`config.mk`:
```
export PLATFORM = sky130hd
export DESIGN_NAME = dmem_arbiter_flat
export DESIGN_NICKNAME = d
export VERILOG_FILES = /design/src/rtl/dmem_arbiter_if.sv /design/src/rtl/dmem_arbiter.sv /design/src/flat_wrapper.sv
export SDC_FILE = /design/constraint.sdc
export NUM_CORES = 1
export LEC_CHECK = 0
export ABC_AREA = 1
export CORE_AREA = 5 5 147 149
export CTS_CLUSTER_DIAMETER = 60
export CTS_CLUSTER_SIZE = 30
export DETAILED_ROUTE_END_ITERATION = 8
export DIE_AREA = 0 0 152 154
export PLACE_DENSITY_LB_ADDON = 0.25
export SYNTH_ARGS = -nofsm -noshare
export SYNTH_HDL_FRONTEND = slang
export SYNTH_SLANG_ARGS = --single-unit
export TNS_END_PERCENT = 50
```
`constraint.sdc`:
```
create_clock -name clk -period 4.3 [get_ports clk]
set_input_delay 0.43 -clock clk [delete_from_list [all_inputs] [get_ports clk]]
set_output_delay 0.43 -clock clk [all_outputs]
set_load 0.01 [all_outputs]
```
`src/rtl/dmem_arbiter_if.sv`:
```
// Bundle of both requester ports and the data-memory port of dmem_arbiter.
// slave = arbiter side, master = requesters plus memory.
interface dmem_arbiter_if;
    logic        p0_req;
    logic        p0_we;
    logic [31:0] p0_addr;
    logic [31:0] p0_wdata;
    logic [2:0]  p0_op;
    logic        p0_ack;
    logic        p0_err;
    logic [31:0] p0_rdata;

    logic        p1_req;
    logic        p1_we;
    logic [31:0] p1_addr;
    logic [31:0] p1_wdata;
    logic [2:0]  p1_op;
    logic        p1_ack;
    logic        p1_err;
    logic [31:0] p1_rdata;

    logic        mem_wena;
    logic [31:0] mem_raddr;
    logic [31:0] mem_waddr;
    logic [31:0] mem_wdata;
    logic [2:0]  mem_choose;
    logic [31:0] mem_rdata;

    modport slave (
        input  p0_req, p0_we, p0_addr, p0_wdata, p0_op,
        input  p1_req, p1_we, p1_addr, p1_wdata, p1_op,
        input  mem_rdata,
        output p0_ack, p0_err, p0_rdata,
        output p1_ack, p1_err, p1_rdata,
        output mem_wena, mem_raddr, mem_waddr, mem_wdata, mem_choose
    );

    modport master (
        output p0_req, p0_we, p0_addr, p0_wdata, p0_op,
        output p1_req, p1_we, p1_addr, p1_wdata, p1_op,
        output mem_rdata,
        input  p0_ack, p0_err, p0_rdata,
        input  p1_ack, p1_err, p1_rdata,
        input  mem_wena, mem_raddr, mem_waddr, mem_wdata, mem_choose
    );
endinterface

```
`src/rtl/dmem_arbiter.sv`:
```
// Two-port round-robin arbiter for the big-endian data memory with range/alignment/opcode checks.
// Latency: req seen in cycle N -> ack in N+2; one transaction per 3 cycles, loser waits holding req.
// DMEM_ARB_STAT_EN adds saturating grant/error counters.
module dmem_arbiter #(
    parameter logic [31:0] BASE_ADDR = 32'h1001_0000,
    parameter int unsigned DEPTH     = 1024
`ifdef DMEM_ARB_STAT_EN
    ,
    parameter int unsigned CNT_W     = 16
`endif
) (
    input  logic                clk,
    input  logic                rst,
    dmem_arbiter_if.slave       bus
`ifdef DMEM_ARB_STAT_EN
    ,
    output logic [CNT_W-1:0]    p0_grant_cnt,
    output logic [CNT_W-1:0]    p1_grant_cnt,
    output logic [CNT_W-1:0]    err_cnt
`endif
);
    localparam logic [32:0] DEPTH_W = 33'(DEPTH);

    typedef enum logic [1:0] {IDLE, ACCESS, RESP} state_t;

    state_t      state, state_nx;
    logic        rr_last, sel_q, we_q, err_q;
    logic        grant_vld, grant_sel;
    logic        sel_we;
    logic [31:0] sel_addr, sel_wdata;
    logic [2:0]  sel_op;
    logic [31:0] offset;
    logic [32:0] last_off;
    logic [2:0]  size;
    logic        sel_err;
    logic        p0_ack_q, p1_ack_q, p0_err_q, p1_err_q;
    logic [31:0] p0_rdata_q, p1_rdata_q;
    logic [31:0] mem_addr_q, mem_wdata_q;
    logic [2:0]  mem_choose_q;

    // Winner selection and request validation for the IDLE cycle
    always_comb begin
        grant_vld = bus.p0_req | bus.p1_req;
        grant_sel = (bus.p0_req && bus.p1_req) ? ~rr_last : bus.p1_req;
        sel_we    = grant_sel ? bus.p1_we    : bus.p0_we;
        sel_addr  = grant_sel ? bus.p1_addr  : bus.p0_addr;
        sel_wdata = grant_sel ? bus.p1_wdata : bus.p0_wdata;
        sel_op    = grant_sel ? bus.p1_op    : bus.p0_op;
        case (sel_op)
            3'd0, 3'd1, 3'd5: size = 3'd1;
            3'd2, 3'd3, 3'd7: size = 3'd2;
            default:          size = 3'd4;
        endcase
        offset   = sel_addr - BASE_ADDR;
        last_off = {1'b0, offset} + {30'b0, size} - 33'd1;
        sel_err  = ({1'b0, offset} >= DEPTH_W) || (last_off >= DEPTH_W)
                 || ((size == 3'd2) && sel_addr[0])
                 || ((size == 3'd4) && (sel_addr[1:0] != 2'b00))
                 || (sel_we ? (sel_op < 3'd5) : (sel_op >= 3'd5));
    end

    always_ff @(posedge clk) begin
        if (rst) state <= IDLE;
        else     state <= state_nx;
    end

    always_comb begin
        state_nx = state;
        case (state)
            IDLE:    if (grant_vld) state_nx = ACCESS;
            ACCESS:  state_nx = RESP;
            default: state_nx = IDLE;
        endcase
    end

    always_ff @(posedge clk) begin
        if (rst) begin
            rr_last      <= 1'b1;
            sel_q        <= 1'b0;
            we_q         <= 1'b0;
            err_q        <= 1'b0;
            mem_addr_q   <= '0;
            mem_wdata_q  <= '0;
            mem_choose_q <= '0;
            p0_ack_q     <= 1'b0;
            p1_ack_q     <= 1'b0;
            p0_err_q     <= 1'b0;
            p1_err_q     <= 1'b0;
            p0_rdata_q   <= '0;
            p1_rdata_q   <= '0;
        end else begin
            p0_ack_q <= 1'b0;
            p1_ack_q <= 1'b0;
            p0_err_q <= 1'b0;
            p1_err_q <= 1'b0;
            if (state == IDLE && grant_vld) begin
                sel_q        <= grant_sel;
                rr_last      <= grant_sel;
                we_q         <= sel_we;
                err_q        <= sel_err;
                mem_addr_q   <= sel_addr;
                mem_wdata_q  <= sel_wdata;
                mem_choose_q <= sel_op;
            end
            // Response flops load at the end of ACCESS so they are visible throughout RESP
            if (state == ACCESS) begin
                if (sel_q) begin
                    p1_ack_q   <= 1'b1;
                    p1_err_q   <= err_q;
                    p1_rdata_q <= (!we_q && !err_q) ? bus.mem_rdata : 32'h0;
                end else begin
                    p0_ack_q   <= 1'b1;
                    p0_err_q   <= err_q;
                    p0_rdata_q <= (!we_q && !err_q) ? bus.mem_rdata : 32'h0;
                end
            end
        end
    end

    assign bus.mem_wena   = (state == ACCESS) && we_q && !err_q && !rst;
    assign bus.mem_raddr  = mem_addr_q;
    assign bus.mem_waddr  = mem_addr_q;
    assign bus.mem_wdata  = mem_wdata_q;
    assign bus.mem_choose = mem_choose_q;
    assign bus.p0_ack     = p0_ack_q;
    assign bus.p1_ack     = p1_ack_q;
    assign bus.p0_err     = p0_err_q;
    assign bus.p1_err     = p1_err_q;
    assign bus.p0_rdata   = p0_rdata_q;
    assign bus.p1_rdata   = p1_rdata_q;

`ifdef DMEM_ARB_STAT_EN
    always_ff @(posedge clk) begin
        if (rst) begin
            p0_grant_cnt <= '0;
            p1_grant_cnt <= '0;
            err_cnt      <= '0;
        end else if (state == RESP) begin
            if (!sel_q && p0_grant_cnt != '1) p0_grant_cnt <= p0_grant_cnt + 1'b1;
            if (sel_q && p1_grant_cnt != '1)  p1_grant_cnt <= p1_grant_cnt + 1'b1;
            if (err_q && err_cnt != '1)       err_cnt      <= err_cnt + 1'b1;
        end
    end
`endif
endmodule

```
`src/flat_wrapper.sv`:
```
// flat-port wrapper written by rule: the top's interface ports become plain ports
module dmem_arbiter_flat 
#(
    parameter logic [31:0] BASE_ADDR = 32'h1001_0000,
    parameter int unsigned DEPTH     = 1024

)
  (clk, rst, bus_p0_req, bus_p0_we, bus_p0_addr, bus_p0_wdata, bus_p0_op, bus_p1_req, bus_p1_we, bus_p1_addr, bus_p1_wdata, bus_p1_op, bus_mem_rdata, bus_p0_ack, bus_p0_err, bus_p0_rdata, bus_p1_ack, bus_p1_err, bus_p1_rdata, bus_mem_wena, bus_mem_raddr, bus_mem_waddr, bus_mem_wdata, bus_mem_choose);
  dmem_arbiter_if bus_i ();
  input  logic clk;
  input  logic rst;
  input wire logic [$bits(bus_i.p0_req)-1:0] bus_p0_req;
  input wire logic [$bits(bus_i.p0_we)-1:0] bus_p0_we;
  input wire logic [$bits(bus_i.p0_addr)-1:0] bus_p0_addr;
  input wire logic [$bits(bus_i.p0_wdata)-1:0] bus_p0_wdata;
  input wire logic [$bits(bus_i.p0_op)-1:0] bus_p0_op;
  input wire logic [$bits(bus_i.p1_req)-1:0] bus_p1_req;
  input wire logic [$bits(bus_i.p1_we)-1:0] bus_p1_we;
  input wire logic [$bits(bus_i.p1_addr)-1:0] bus_p1_addr;
  input wire logic [$bits(bus_i.p1_wdata)-1:0] bus_p1_wdata;
  input wire logic [$bits(bus_i.p1_op)-1:0] bus_p1_op;
  input wire logic [$bits(bus_i.mem_rdata)-1:0] bus_mem_rdata;
  output wire logic [$bits(bus_i.p0_ack)-1:0] bus_p0_ack;
  output wire logic [$bits(bus_i.p0_err)-1:0] bus_p0_err;
  output wire logic [$bits(bus_i.p0_rdata)-1:0] bus_p0_rdata;
  output wire logic [$bits(bus_i.p1_ack)-1:0] bus_p1_ack;
  output wire logic [$bits(bus_i.p1_err)-1:0] bus_p1_err;
  output wire logic [$bits(bus_i.p1_rdata)-1:0] bus_p1_rdata;
  output wire logic [$bits(bus_i.mem_wena)-1:0] bus_mem_wena;
  output wire logic [$bits(bus_i.mem_raddr)-1:0] bus_mem_raddr;
  output wire logic [$bits(bus_i.mem_waddr)-1:0] bus_mem_waddr;
  output wire logic [$bits(bus_i.mem_wdata)-1:0] bus_mem_wdata;
  output wire logic [$bits(bus_i.mem_choose)-1:0] bus_mem_choose;
  assign bus_i.p0_req = bus_p0_req;
  assign bus_i.p0_we = bus_p0_we;
  assign bus_i.p0_addr = bus_p0_addr;
  assign bus_i.p0_wdata = bus_p0_wdata;
  assign bus_i.p0_op = bus_p0_op;
  assign bus_i.p1_req = bus_p1_req;
  assign bus_i.p1_we = bus_p1_we;
  assign bus_i.p1_addr = bus_p1_addr;
  assign bus_i.p1_wdata = bus_p1_wdata;
  assign bus_i.p1_op = bus_p1_op;
  assign bus_i.mem_rdata = bus_mem_rdata;
  assign bus_p0_ack = bus_i.p0_ack;
  assign bus_p0_err = bus_i.p0_err;
  assign bus_p0_rdata = bus_i.p0_rdata;
  assign bus_p1_ack = bus_i.p1_ack;
  assign bus_p1_err = bus_i.p1_err;
  assign bus_p1_rdata = bus_i.p1_rdata;
  assign bus_mem_wena = bus_i.mem_wena;
  assign bus_mem_raddr = bus_i.mem_raddr;
  assign bus_mem_waddr = bus_i.mem_waddr;
  assign bus_mem_wdata = bus_i.mem_wdata;
  assign bus_mem_choose = bus_i.mem_choose;
  dmem_arbiter #(.BASE_ADDR(BASE_ADDR), .DEPTH(DEPTH)) u_core (.clk(clk), .rst(rst), .bus(bus_i));
endmodule
```
## Yosys cells after proc, flatten, opt, wreduce, memory -nomap -nowiden

Index checks and enable logic that the tools add are counted.

| word-level totals | value |
|---|---|
| output and inout port bits | 168 |
| logic and storage cells | 71 |
| flip-flop bits (word level) | 141 |
| input bits | 172 |

| cells by class | value |
|---|---|
| multiplexer cells | 12 |
| $lt $le $gt $ge | 4 |
| reduce and logical (&&, ||, !) cells | 25 |
| equality and inequality tests | 9 |
| $add $sub $neg | 3 |
| bitwise gates (word level) | 4 |

Operators by type and width:

| kind | count |
|---|---|
| $mux 32 | 3 |
| $add 32x3->33 | 1 |
| $ge 33x11->1 const B | 1 |
| $sub 33x1->33 const B | 1 |
| $ge 32x11->1 const B | 1 |
| $sub 32x29->32 const B | 1 |
| $reduce_or 3->1 | 4 |
| $eq 3x2->1 const B | 3 |
| $eq 3x3->1 const B | 3 |
| $logic_and 1x1->1 | 8 |
| $pmux 3 s2 | 1 |
| $mux 1 | 5 |
| $logic_or 1x1->1 | 4 |
| $pmux 2 s2 | 1 |
| $reduce_and 2->1 | 2 |
| $eq 3x1->1 const B | 1 |
| $ge 3x3->1 const B | 1 |
| $logic_not 1->1 | 3 |
| $logic_not 3->1 | 1 |
| $lt 3x3->1 const B | 1 |
| $mux 3 | 1 |
| $not 1->1 | 3 |
| $eq 2x1->1 const B | 1 |
| $logic_not 2->1 | 1 |
| 5 further kinds | 5 |

## Longest topological paths before layout

| depth | value |
|---|---|
| depth in word-level cells | 13 |
| mapped depth | 33 |
| gate-level depth less buffers | 32 |

## Worst setup path after synthesis

OpenSTA, ideal clock, no wires.

| timing | value |
|---|---|
| path kind | input to register |
| start | input port bus_p0_req |
| end | register u_core.err_q |
| stages on the path | 30 |
| data arrival time | 3.566 ns |
| path slack | 0.616 ns |
| cells stage by stage | nand2_2 > nand2_4 > buf_12 > nand2_2 > nand2_2 > inv_1 > ha_1 > nand2_2 > nor2_4 > nand3_2 > nor3_2 > inv_2 > nor2_2 > nand4_2 > inv_2 > o21ai_1 > xor2_1 > inv_1 > ha_1 > inv_1 > nor4_1 > nand4_1 > nand4_1 > nand2_1 > inv_1 > nand3_1 > nor2_1 > nand2_1 > nor2_1 > nor2_1 |

RTL lines:

| what | line | RTL |
|---|---|---|
| from (decl) | flat_wrapper.sv:12 | `input wire logic [$bits(bus_i.p0_req)-1:0] bus_p0_req;` |
| $logic_and 1x1->1 (*) | dmem_arbiter.sv:44 | `grant_sel = (bus.p0_req && bus.p1_req) ? ~rr_last : bus.p1_req;` |
| $mux 1 (*) | dmem_arbiter.sv:44 |  |
| $mux 32 (*) | dmem_arbiter.sv:46 | `sel_addr = grant_sel ? bus.p1_addr : bus.p0_addr;` |
| via u_core.sel_addr[16] | dmem_arbiter.sv:30 | `logic [31:0] sel_addr, sel_wdata;` |
| $sub 32x29->32 (*) | dmem_arbiter.sv:54 | `offset = sel_addr - BASE_ADDR;` |
| $add 32x3->33 | dmem_arbiter.sv:55 | `last_off = {1'b0, offset} + {30'b0, size} - 33'd1;` |
| $sub 33x1->33 | dmem_arbiter.sv:55 |  |
| $ge 33x11->1 | dmem_arbiter.sv:56 | `sel_err = ({1'b0, offset} >= DEPTH_W) \|\| (last_off >= DEPTH_W)` |
| $logic_or 1x1->1 (*) | dmem_arbiter.sv:56 |  |
| $logic_or 1x1->1 (*) | dmem_arbiter.sv:57 | `\|\| ((size == 3'd2) && sel_addr[0])` |
| $logic_or 1x1->1 (*) | dmem_arbiter.sv:58 | `\|\| ((size == 3'd4) && (sel_addr[1:0] != 2'b00))` |
| $logic_or 1x1->1 (*) | dmem_arbiter.sv:59 | `\|\| (sel_we ? (sel_op < 3'd5) : (sel_op >= 3'd5));` |
| to (signal assigned) | dmem_arbiter.sv:100 | `err_q <= sel_err;` |
| to (decl) | dmem_arbiter.sv:27 | `logic rr_last, sel_q, we_q, err_q;` |

The timed path passes the listed nets; every way through them passes the cells marked *.
A chain may end at the register's enable or synchronous reset.

## Worst setup path after layout

| timing | value |
|---|---|
| start | register u_core.rr_last |
| end | register u_core.err_q |

| between the ends | value |
|---|---|
| word-level cells in the longest chain between the ends | 13 |

RTL lines:

| what | line | RTL |
|---|---|---|
| from (decl) | dmem_arbiter.sv:27 |  |
| from (signal assigned) | dmem_arbiter.sv:98 | `rr_last <= grant_sel;` |
| $not 1->1 (*) | dmem_arbiter.sv:44 |  |
| $mux 1 (*) | dmem_arbiter.sv:44 |  |
| branches (longest 10 deep; another with $add 32x3->33) | n/a |  |
| $logic_or 1x1->1 (*) | dmem_arbiter.sv:59 |  |

Every way passes the cells marked *.

==> impl_results.md <==
* Status: finished, final reports clean
* CP required at 4.66 ns
* CTS sink count at 141
* Met3 Wirelength at 2320 um
* Layout Nets at 1920
* Comb pwr share at 0.390
* Clk_lat worst skew at 0.44 ns
* Met1 WL at 12900 um
* Post-synth top area cell: dfxtp_1
* Worst slack, placed at -0.105 ns
* Number of instances in the placed design at 1942
* Seq/Total Area, Yosys at 0.316
* Number of H-tree branching levels at 4
* Die ar. at 23400 sq um
* # IOs at 340
* Post-Syn Instances at 1349
* Clock buffer depth at 2
* Initial antenna violation count at 3
* Hpwl dp at 24900 um
* Flop pwr share at 0.300
* Drt pass-1 iters at 5
* Sw frac at 0.367
* F_max at 259 MHz
* Synth area leaders: dfxtp_1 (32%), nand2_1 (13%), o21ai_0 (8.4%)
* RD Place Congestion at 0.931
* Metal2 WL at 16200 um
* CORE AREA at 20000 sq um
* Max VDD drop at 0.282 mV
* Top sig layer: met5
* Number of I/O port buffers at 339
* Setup TNS at 0 ns
* Most frequent cell after synthesis: nand2_1
* Layout cells sized above 1 at 0.105
* Hold Crit Class: flop to flop
* Reg2reg setup slack at 0.44 ns
* Pin count of the biggest net entering global routing at 127
* Vias per cell at 5.02
* Synth top cells by count: nand2_1 (310), o21ai_0 (150), inv_1 (146)
* Startpoint Class: flop
* Top cell type's share of synthesized area at 0.316
* Switching Power at 0.00183 W
* Crit end category: flop
* Period utilization at 0.899
* Critical Path Max Stage Delay at 0.40 ns
* Ys Warns at 0
* Area delta synth->final at 51.3%
* Mapped cell area at 8940 sq um
* Syn_area_per_cell at 6.63 sq um
* Number of synthesized flops with an enable pin at 0
* Maxcap violations at 0
* Vias at 9938
* Slew Limit Fails at 0
* Most used flip-flop cell after synthesis: dfxtp_1
* Post-synth ARST share at 0
* Slew at the pin with the worst max-slew slack at 1.15 ns
* CTS root buffer: clkbuf_16
* Max-slew headroom at 0.232
* Crit-path cells: nand2_4 > nand2_8 > buf_4 > inv_2 > buf_4 > or2_2 > o21ai_0 > ha_1 > or2_2 > and2_1 > nand2_1 > nand3_1 > nand2_1 > nand3_1 > nand2_1 > nand2_1 > nand2_1 > nand3_1 > nor2_1 > buf_4 > nand3_1 > nand3_1 > nor2_1 > nor2_1
* First-pass GRT wire length at 50700 um
* Mapped Nets at 1575
* Final Core Density at 0.675
* CTS tree: done
* RSZ-0062 raised after global routing: false
* Pint at 0.00316 W
* FF+latch count, synth at 141
* 1st-iter DRT viols at 540
* Distinct cells, synth at 46
* Total GRT Usage at 0.265
* Period minus WS final at 3.86 ns
* CP Max Fanout at 17
* Drt drc at 0
* Starting Density at 0.446
* Clk pwr share at 0.310
* Row Count at 52
* Setup Crit Path Kind: flop to flop
* Worst-path clk slew at 0.07 ns
* CP max-delay cell: dfxtp_1
* WHS at 0.470 ns
* WL final at 32400 um
* Final worst slack at 0.435 ns
* Overflow after GRT at 0
* Height of the chip at 154 um
* CP arrival at 4.23 ns
* Vias in the first global route at 9750
* Final non-filler cell total at 1978
* Post-route antenna net violation count at 0
* PwrDens at 370 nW/um^2
* Fin. Hold Viols at 0
* Die W at 152 um
* Per-cell routed wire length at 16.4 um
* Leakage power at 6.13 nW
* Cts bufs inserted at 17
* Fin Clk Skew at 0.0197 ns
* Setup violations, final at 0
registers in the layout, summed over array words and instances, names as in the netlist, 2 cells and up:
register	count
u_core.bus.mem_raddr	32
u_core.bus.mem_wdata	32
u_core.bus.p0_rdata	32
u_core.bus.p1_rdata	32
u_core.bus.mem_choose	3
u_core.state	2
worst paths after layout:
path              cells past startpoint                    start                       to
hold / removal                        2  u_core.bus.p1_rdata[12]  u_core.bus.p1_rdata[12]
setup / recovery                     24           u_core.rr_last             u_core.err_q
hold reg to reg                       2  u_core.bus.p1_rdata[12]  u_core.bus.p1_rdata[12]
setup reg to reg                     24           u_core.rr_last             u_core.err_q
per-stage QoR:
| step | cell area (sq um) | power [W] |
|---|---|---|
| floorplan | 8940 | 0.00260 |
| CTS | 13400 | 0.00500 |
| finish | 13500 | 0.00500 |
| detailed placement | 12800 | 0.00344 |
| global placement | 12800 | 0.00343 |
| global route | 13500 | 0.00530 |
cell usage in the layout, fill, tap and decap left out, types with 3 or more instances in the layout:
cell type,n
ha_1,51
nand3_1,61
clkdlybuf4s50_1,337
and2_1,4
clkinv_8,5
nand2_4,4
nand2_1,309
nand4_1,8
inv_8,4
nor2_2,3
a31oi_1,32
nor2_4,5
or2_2,18
o21ai_4,4
o21ai_0,149
nand2_2,11
inv_1,146
nor2_1,119
o21ai_1,5
clkbuf_16,18
dfxtp_1,141
nand3b_1,10
o21bai_1,4
xor2_1,13
o21ai_2,4
a21oi_1,109
buf_4,77
nor3_1,10
or2_1,3
inv_2,7
logic make-up after synthesis:
group                      after synthesis  synth area share
DFF                                    141             0.316
xor gates and xnor gates                16            0.0157
adders and majority gates               54            0.0764
AOI/OAI and AO/OA                      318             0.195
buffers and inverters                  249             0.123
and+or+nand+nor                        571             0.275
worst max-delay path, delay by kind of cell (launching register included):
family | cells | cell delay [ns]
AO/OA/AOI/OAI | 1 | 0.26
AND/OR/NAND/NOR | 18 | 2.19
flip-flops | 1 | 0.40
buffers and inverters | 4 | 0.56
adder cells (fa/ha/maj) | 1 | 0.39
power groups by stage:
stage	sequential, W	combinational (W)	clock, W
after floorplan	0.00156	0.00103	0
after global routing	0.00151	0.00216	0.00164
after detailed placement	0.00152	0.00192	0
after global placement	0.00152	0.00191	0
after CTS	0.00150	0.00193	0.00157
final	0.00150	0.00195	0.00155
layer usage:
layer / track usage / vias up
met1: 0.299 / 4507
li1: - / 5027
met4: 0.0950 / 4
met5: 0 / -
met3: 0.0756 / 59
met2: 0.477 / 341
area by class of cell:
type / instances / area (sq um)
timing repair buffer: 419 / 4050
antenna: 1 / 2.50
clock inverter: 15 / 198
multi-input combinational: 959 / 5100
inverter: 156 / 587
clock buffer: 17 / 425
sequential: 141 / 2820
tap: 270 / 338
fill: 1801 / 6520
repair_timing:
item                                    CTS  global route
hold buffers                              0             0
gates resized for setup                   0            18
buffers inserted                          0             2
endpoints found under the setup margin    0             1
Note: power is estimated with default switching activity, not from simulation.
